===== config.mk =====
export PLATFORM = sky130hd
export DESIGN_NAME = hazard_flow_ctrl
export DESIGN_NICKNAME = d
export VERILOG_FILES = /design/src/rtl/hazard_flow_ctrl.sv
export SDC_FILE = /design/constraint.sdc
export NUM_CORES = 1
export LEC_CHECK = 0
export ABC_CLOCK_PERIOD_IN_PS = 2800
export CELL_PAD_IN_SITES_DETAIL_PLACEMENT = 0
export CELL_PAD_IN_SITES_GLOBAL_PLACEMENT = 1
export CORE_UTILIZATION = 41
export DETAILED_ROUTE_END_ITERATION = 8
export DONT_BUFFER_PORTS = 1
export GPL_TIMING_DRIVEN = 0
export PLACE_DENSITY = 0.85
export SYNTH_ARGS = -nofsm -noshare
export SYNTH_HDL_FRONTEND = slang
export SYNTH_SLANG_ARGS = --single-unit

===== constraint.sdc =====
create_clock -name clk -period 2.8 [get_ports clk]
set_input_delay 0.84 -clock clk [delete_from_list [all_inputs] [get_ports clk]]
set_output_delay 0.84 -clock clk [all_outputs]
set_load 0.05 [all_outputs]

===== src/rtl/hazard_flow_ctrl.sv =====
// hazard_flow_ctrl: pipeline flow controller for the 5-stage ARM core.
// Generates the ready/flush controls consumed by the stage registers:
//   - global freeze (pipeReady=0) during fixed-latency data-memory accesses
//   - IF/ID freeze plus ID/EXE bubble on RAW hazards
//   - IF/ID and ID/EXE flush on taken branches (branch wins over a hazard)
//
// Optional build macro: HAZARD_FORWARD_EN
//   defined   : forwarding exists, only load-use hazards stall (MEM dest ignored)
//   undefined : no forwarding, any pending EXE/MEM write-back to a source stalls
//
// Ports:
//   clk, rst                      core clock, synchronous active-high reset
//   idSrc1/idSrc2                 ID-stage source indices
//   idUsesSrc1/idTwoSrc           ID instruction reads idSrc1 / idSrc2
//   exeWbEn/exeMemRead/exeDest    EXE-stage write-back, load flag, destination
//   memWbEn/memDest               MEM-stage write-back and destination
//   memReq                        MEM-stage instruction performs a load or store
//   branchTaken                   EXE-stage branch taken
//   pipeReady                     0 freezes the whole pipe
//   pcFreeze/ifIdFreeze           hold PC / IF/ID register
//   ifIdFlush/idExFlush           clear IF/ID / bubble into ID/EXE
//   memBusy/memDone               access in progress / completes this cycle
//   stallCount/flushCount         saturating hazard-stall / branch-flush counters
module hazard_flow_ctrl #(
    parameter int unsigned WAIT_CYCLES = 4,
    parameter int unsigned CNT_W       = 16
) (
    input  logic             clk,
    input  logic             rst,
    input  logic [3:0]       idSrc1,
    input  logic [3:0]       idSrc2,
    input  logic             idTwoSrc,
    input  logic             idUsesSrc1,
    input  logic             exeWbEn,
    input  logic             exeMemRead,
    input  logic [3:0]       exeDest,
    input  logic             memWbEn,
    input  logic [3:0]       memDest,
    input  logic             memReq,
    input  logic             branchTaken,
    output logic             pipeReady,
    output logic             pcFreeze,
    output logic             ifIdFreeze,
    output logic             ifIdFlush,
    output logic             idExFlush,
    output logic             memBusy,
    output logic             memDone,
    output logic [CNT_W-1:0] stallCount,
    output logic [CNT_W-1:0] flushCount
);

    localparam int unsigned  CW       = 4;
    localparam logic [CW-1:0] CNT_LOAD = CW'(WAIT_CYCLES - 1);
    localparam logic [3:0]   PC_IDX   = 4'hF;

    if (WAIT_CYCLES < 1 || WAIT_CYCLES > 15) begin : g_bad_wait
        $error("hazard_flow_ctrl: WAIT_CYCLES must be 1..15");
    end

    typedef enum logic [1:0] {
        IDLE = 2'd0,
        WAIT = 2'd1,
        DONE = 2'd2
    } state_t;

    state_t        state, state_n;
    logic [CW-1:0] cnt, cnt_n;
    logic          m1, m2, hazard;
    logic          stall_c, flush_c;

    // Source match against in-flight destinations
`ifdef HAZARD_FORWARD_EN
    assign m1 = exeMemRead & exeWbEn & (exeDest == idSrc1);
    assign m2 = exeMemRead & exeWbEn & (exeDest == idSrc2);
    logic unused_mem;
    assign unused_mem = ^{memWbEn, memDest};
`else
    assign m1 = (exeWbEn & (exeDest == idSrc1)) | (memWbEn & (memDest == idSrc1));
    assign m2 = (exeWbEn & (exeDest == idSrc2)) | (memWbEn & (memDest == idSrc2));
    logic unused_exe;
    assign unused_exe = exeMemRead;
`endif

    // PC (r15) is never a register-file hazard
    assign hazard = (idUsesSrc1 & m1 & (idSrc1 != PC_IDX))
                  | (idTwoSrc   & m2 & (idSrc2 != PC_IDX));

    // Memory-access FSM state register
    always_ff @(posedge clk) begin
        if (rst) begin
            state <= IDLE;
            cnt   <= '0;
        end else begin
            state <= state_n;
            cnt   <= cnt_n;
        end
    end

    // Next state and memory freeze outputs
    always_comb begin
        state_n   = state;
        cnt_n     = cnt;
        pipeReady = 1'b1;
        memBusy   = 1'b0;
        memDone   = 1'b0;
        case (state)
            IDLE: begin
                if (memReq) begin
                    pipeReady = 1'b0;
                    memBusy   = 1'b1;
                    cnt_n     = CNT_LOAD;
                    state_n   = WAIT;
                end
            end
            WAIT: begin
                pipeReady = 1'b0;
                memBusy   = 1'b1;
                if (cnt != '0) begin
                    cnt_n = cnt - CW'(1);
                end else begin
                    state_n = DONE;
                end
            end
            DONE: begin
                // memReq here is the request just served; do not restart
                memDone = 1'b1;
                state_n = IDLE;
            end
            default: begin
                state_n = IDLE;
            end
        endcase
    end

    // Stage controls; the global freeze overrides everything, branch beats hazard
    always_comb begin
        flush_c    = branchTaken & pipeReady;
        stall_c    = hazard & ~branchTaken & pipeReady;
        pcFreeze   = stall_c;
        ifIdFreeze = stall_c;
        ifIdFlush  = flush_c;
        idExFlush  = stall_c | flush_c;
    end

    // Saturating event counters
    always_ff @(posedge clk) begin
        if (rst) begin
            stallCount <= '0;
            flushCount <= '0;
        end else begin
            if (stall_c && (stallCount != {CNT_W{1'b1}})) begin
                stallCount <= stallCount + CNT_W'(1);
            end
            if (flush_c && (flushCount != {CNT_W{1'b1}})) begin
                flushCount <= flushCount + CNT_W'(1);
            end
        end
    end

endmodule


==> results of run 1 <==
-- synth_stat cells (2+ instances only) --
master and n:
dfxtp_1 38, nor2_1 28, a21oi_1 14, clkbuf_1 4
xor2_1 20, or4_1 3, nand2_1 17, ha_1 4
a311oi_1 3, nor3_1 9, mux2_2 5, or3_1 9
and4_1 3, nor3b_1 3, nor4_1 5, mux2i_1 2
inv_1 8, and3_1 8, nand2b_1 4, nand3_1 11
xnor2_1 9, nor2b_1 9, and2_1 2, o31ai_1 3
nand4_1 10, o21ai_0 10
-- worst max path at each step --
| stage | startpoint | to | depth (start not counted) |
|---|---|---|---|
| 2_1_floorplan | idSrc1[1] | pcFreeze | 7 |
| 3_3_place_gp | exeDest[3] | pcFreeze | 7 |
| 3_5_place_dp | exeDest[3] | pcFreeze | 7 |
| 4_1_cts | memReq | pcFreeze | 6 |
| 5_1_grt | memReq | pcFreeze | 6 |
| 6_report | memReq | pcFreeze | 6 |
-- repair_timing --
action                                 CTS  global route
hold buffers                             0             0
pin swaps                                5             2
gates resized for setup                  0             1
buffers inserted                         2             0
setup endpoints to repair                4             4
endpoints found under the hold margin    0             0
-- metrics by stage --
step	setup TNS [ns]	instance area (um^2)	total power, mW	instances
final	-0.684	2340	1.21	329
after global routing	-0.939	2340	1.28	329
after CTS	-0.805	2340	1.22	329
after detailed placement	-1.54	2240	0.832	320
after global placement	-1.34	2240	0.831	320
after floorplan	-0.546	2160	0.799	253
-- area by class of cell --
cell class                 count  area [um^2]  area share
buffer                         6         41.3      0.0176
clock buffer                   7         86.3      0.0369
clock inverter                 1         5.00     0.00214
inverter                       8         37.5      0.0160
multi-input combinational    200         1310       0.560
sequential                    38          761       0.325
tap                           67         83.8      0.0358
timing repair buffer           2         15.0     0.00641
-- flip-flops by register name, indices dropped and copies added, names as in the netlist --
name,count
flushCount,16
stallCount,16
state,2
cnt,4
-- metal layers --
layer,wire [um],vias up
li1,-,918
met1,2150,831
met2,2150,45
met3,352,6
met4,55,0
met5,0,-
-- cell families after synthesis --
group	synth area share
buf+inv	0.0322
simple gates	0.307
compound gates	0.117
mux	0.0364
fa+ha+maj	0.0239
xor+xnor	0.121
flops	0.363
-- power by group --
| group | switching [mW] | leakage, nW | internal [mW] |
|---|---|---|---|
| Clock | 0.193 | 0.0482 | 0.199 |
| Combinational | 0.147 | 0.469 | 0.0781 |
| Sequential | 0.0335 | 0.307 | 0.562 |
-- worst max-delay path: cells and delay by family --
family	cells	cell delay [ns]
AND/OR/NAND/NOR	4	0.71
buffers and inverters	2	0.64
==> results.txt, run 1 <==
----------------------------------------------------
[Outcome]
  Result of the run ... finished, violations left
  Violated checks ... setup timing

[Setup path]
  CP dominant cell by count ... nor2_4
  Largest stage delay on the critical path ... 0.47 ns
  Highest net fanout along the worst path ... 4
  Reg2Reg Launch Point ... state[0]
  Kind of end point of the critical path ... primary output
  CP arrival ... between 2 and 2.5 ns
  Classification of the worst setup path ... in2out
  R2r worst-path depth ... 9
  Critical path cell sequence ... nor2_4, nor2_4, clkinvlp_4, nand2b_4, nor2_4, buf_8
  Worst R2R End ... flushCount[8]
  Library cell contributing the largest single delay on the critical path ... clkinvlp_4
  Register-to-register setup slack ... roughly 0.29 ns
  Data required time at the worst endpoint ... just under 2 ns
  CP startpoint kind ... primary input

[STA]
  Final clock period utilization by the worst path ... 1.08
  Final hold vios ... 0
  Fmax achieved ... about 0.33 GHz
  Hold_ws ... around 0.53 ns
  Final Max Tran Viols ... 0
  RSZ-0062 raised after global routing ... true
  Number of setup violations in the final report ... 4
  Headroom to the max-slew limit ... 0.379
  Measured slew at the worst slew-check pin ... around 0.93 ns
  Max Clock Skew ... 0.0121 ns
  Fin crit period ... 3.03 ns
  PnR worst setup slack ... -0.229 ns

[GRT]
  Antenna violations before repair ... 0
  Most crowded layer after global routing ... met2
  First-pass GRT wire length ... between 7000 and 8000 um
  GR Util met3 ... 0.0754
  Vias in the first global route ... about 1,700
  Met2 Usage GRT ... 0.282
  Gr usage total ... 0.186
  Congestion Overflow GR ... 0
  Global routing met1 resource utilization ... 0.237
  Largest net degree at the start of global routing ... 12

[Synthesis]
  Synthesized area per cell ... 8.29 um^2
  Sequential share of the synthesized area ... 0.363
  EDFF count, synth ... 0
  Yosys Warn Count ... 0
  Prevailing post-synth register cell ... dfxtp_1
  Cell count after synthesis ... 253
  Total nets after synthesis ... about 280
  Distinct cells, synth ... 38
  Biggest area contributors in the synthesized netlist ... dfxtp_1 (36%), xor2_1 (8.3%), nor2_1 (5.0%)
  Share of the synthesized area in the top cell type ... 0.363
  FFs w/ async S/R, synth ... 0
  FF+latch count, synth ... 38
  Synth Cell Area ... 2100 um^2
  Library cell occupying the most area in the post-synthesis netlist ... dfxtp_1

[Clock tree]
  Largest buffer count on any clock path ... 2
  Num CTS Buffers ... 5
  Clock slew at reported path FFs ... around 0.080 ns
  CTS tree ... yes
  Count of H-tree levels built during CTS ... 2
  Clock latency on the worst-skew pair ... around 0.30 ns
  Library cell used as clock root buffer ... clkbuf_8
  Number of sinks on the clock net ... 38

[Floorplan]
  Die ar. ... roughly 5400 um^2
  Core region area ... between 4000 and 5000 um^2
  IO Pins ... between 60 and 70
  Placement row count ... 25
  DIE HEIGHT ... between 70 and 80 um
  Initial cell density of the core ... 0.436
  Die Wd ... around 74 um

[Detailed routing]
  Drt initial violations ... between 60 and 70
  Number of iterations in the first detailed-routing pass ... 4
  Total number of vias ... between 1,500 and 2,000
  Detailed-route wire length ... approximately 4700 um
  Remaining antenna violation count after routing ... 0
  DRC violations left ... 0
  Post-detailed-route wirelength per cell ... around 14 um
  Via/cell ratio ... between 5 and 6

[Place]
  Gp weighted congestion ... around 0.77
  Count of port buffers added during placement ... 0
  Placement-stage worst setup slack ... -0.310 ns
  Total half-perimeter wirelength after legalization and detailed placement ... between 3000 and 4000 um

[Final layout]
  Nets ... between 200 and 300
  Final design utilization ... 0.486
  Most common library cell in the layout ignoring fill and taps ... dfxtp_1
  Commonest cells after routing, fill and taps aside ... dfxtp_1 (38), nor2_1 (25), xor2_1 (20), nand2_1 (16), a21oi_1 (14)
  Number of diodes ... 0
  Share of final-layout standard cells stronger than drive strength 1 ... 0.103
  Number of fill cells in the layout ... roughly 510
  Area added between synthesis and finish ... 11.6%

[Job]
  Max-capacitance violation count ... 0

[Pwr]
  P_leak ... about 0.82 nW
  PwrDens ... slightly above 500 nW/um^2
  Peak supply drop ... around 0.00027 V

[Min path]
  Min-Delay Path Depth ... 1
  Worst hold path class ... reg2reg
  Worst-case hold path end point ... cnt[0]
  Hold path start ... cnt[0]

----------------------------------------------------
(Power assumes the default switching activity.)
==> run 2: changes to the inputs <==
--- a/config.mk
+++ b/config.mk
@@ -13,6 +13,7 @@
 export DONT_BUFFER_PORTS = 1
 export GPL_TIMING_DRIVEN = 0
 export PLACE_DENSITY = 0.85
+export SLEW_MARGIN = 30
 export SYNTH_ARGS = -nofsm -noshare
 export SYNTH_HDL_FRONTEND = slang
 export SYNTH_SLANG_ARGS = --single-unit
==> results of run 2 <==
Final layout, timing and power as in run 1 (identical DEF).
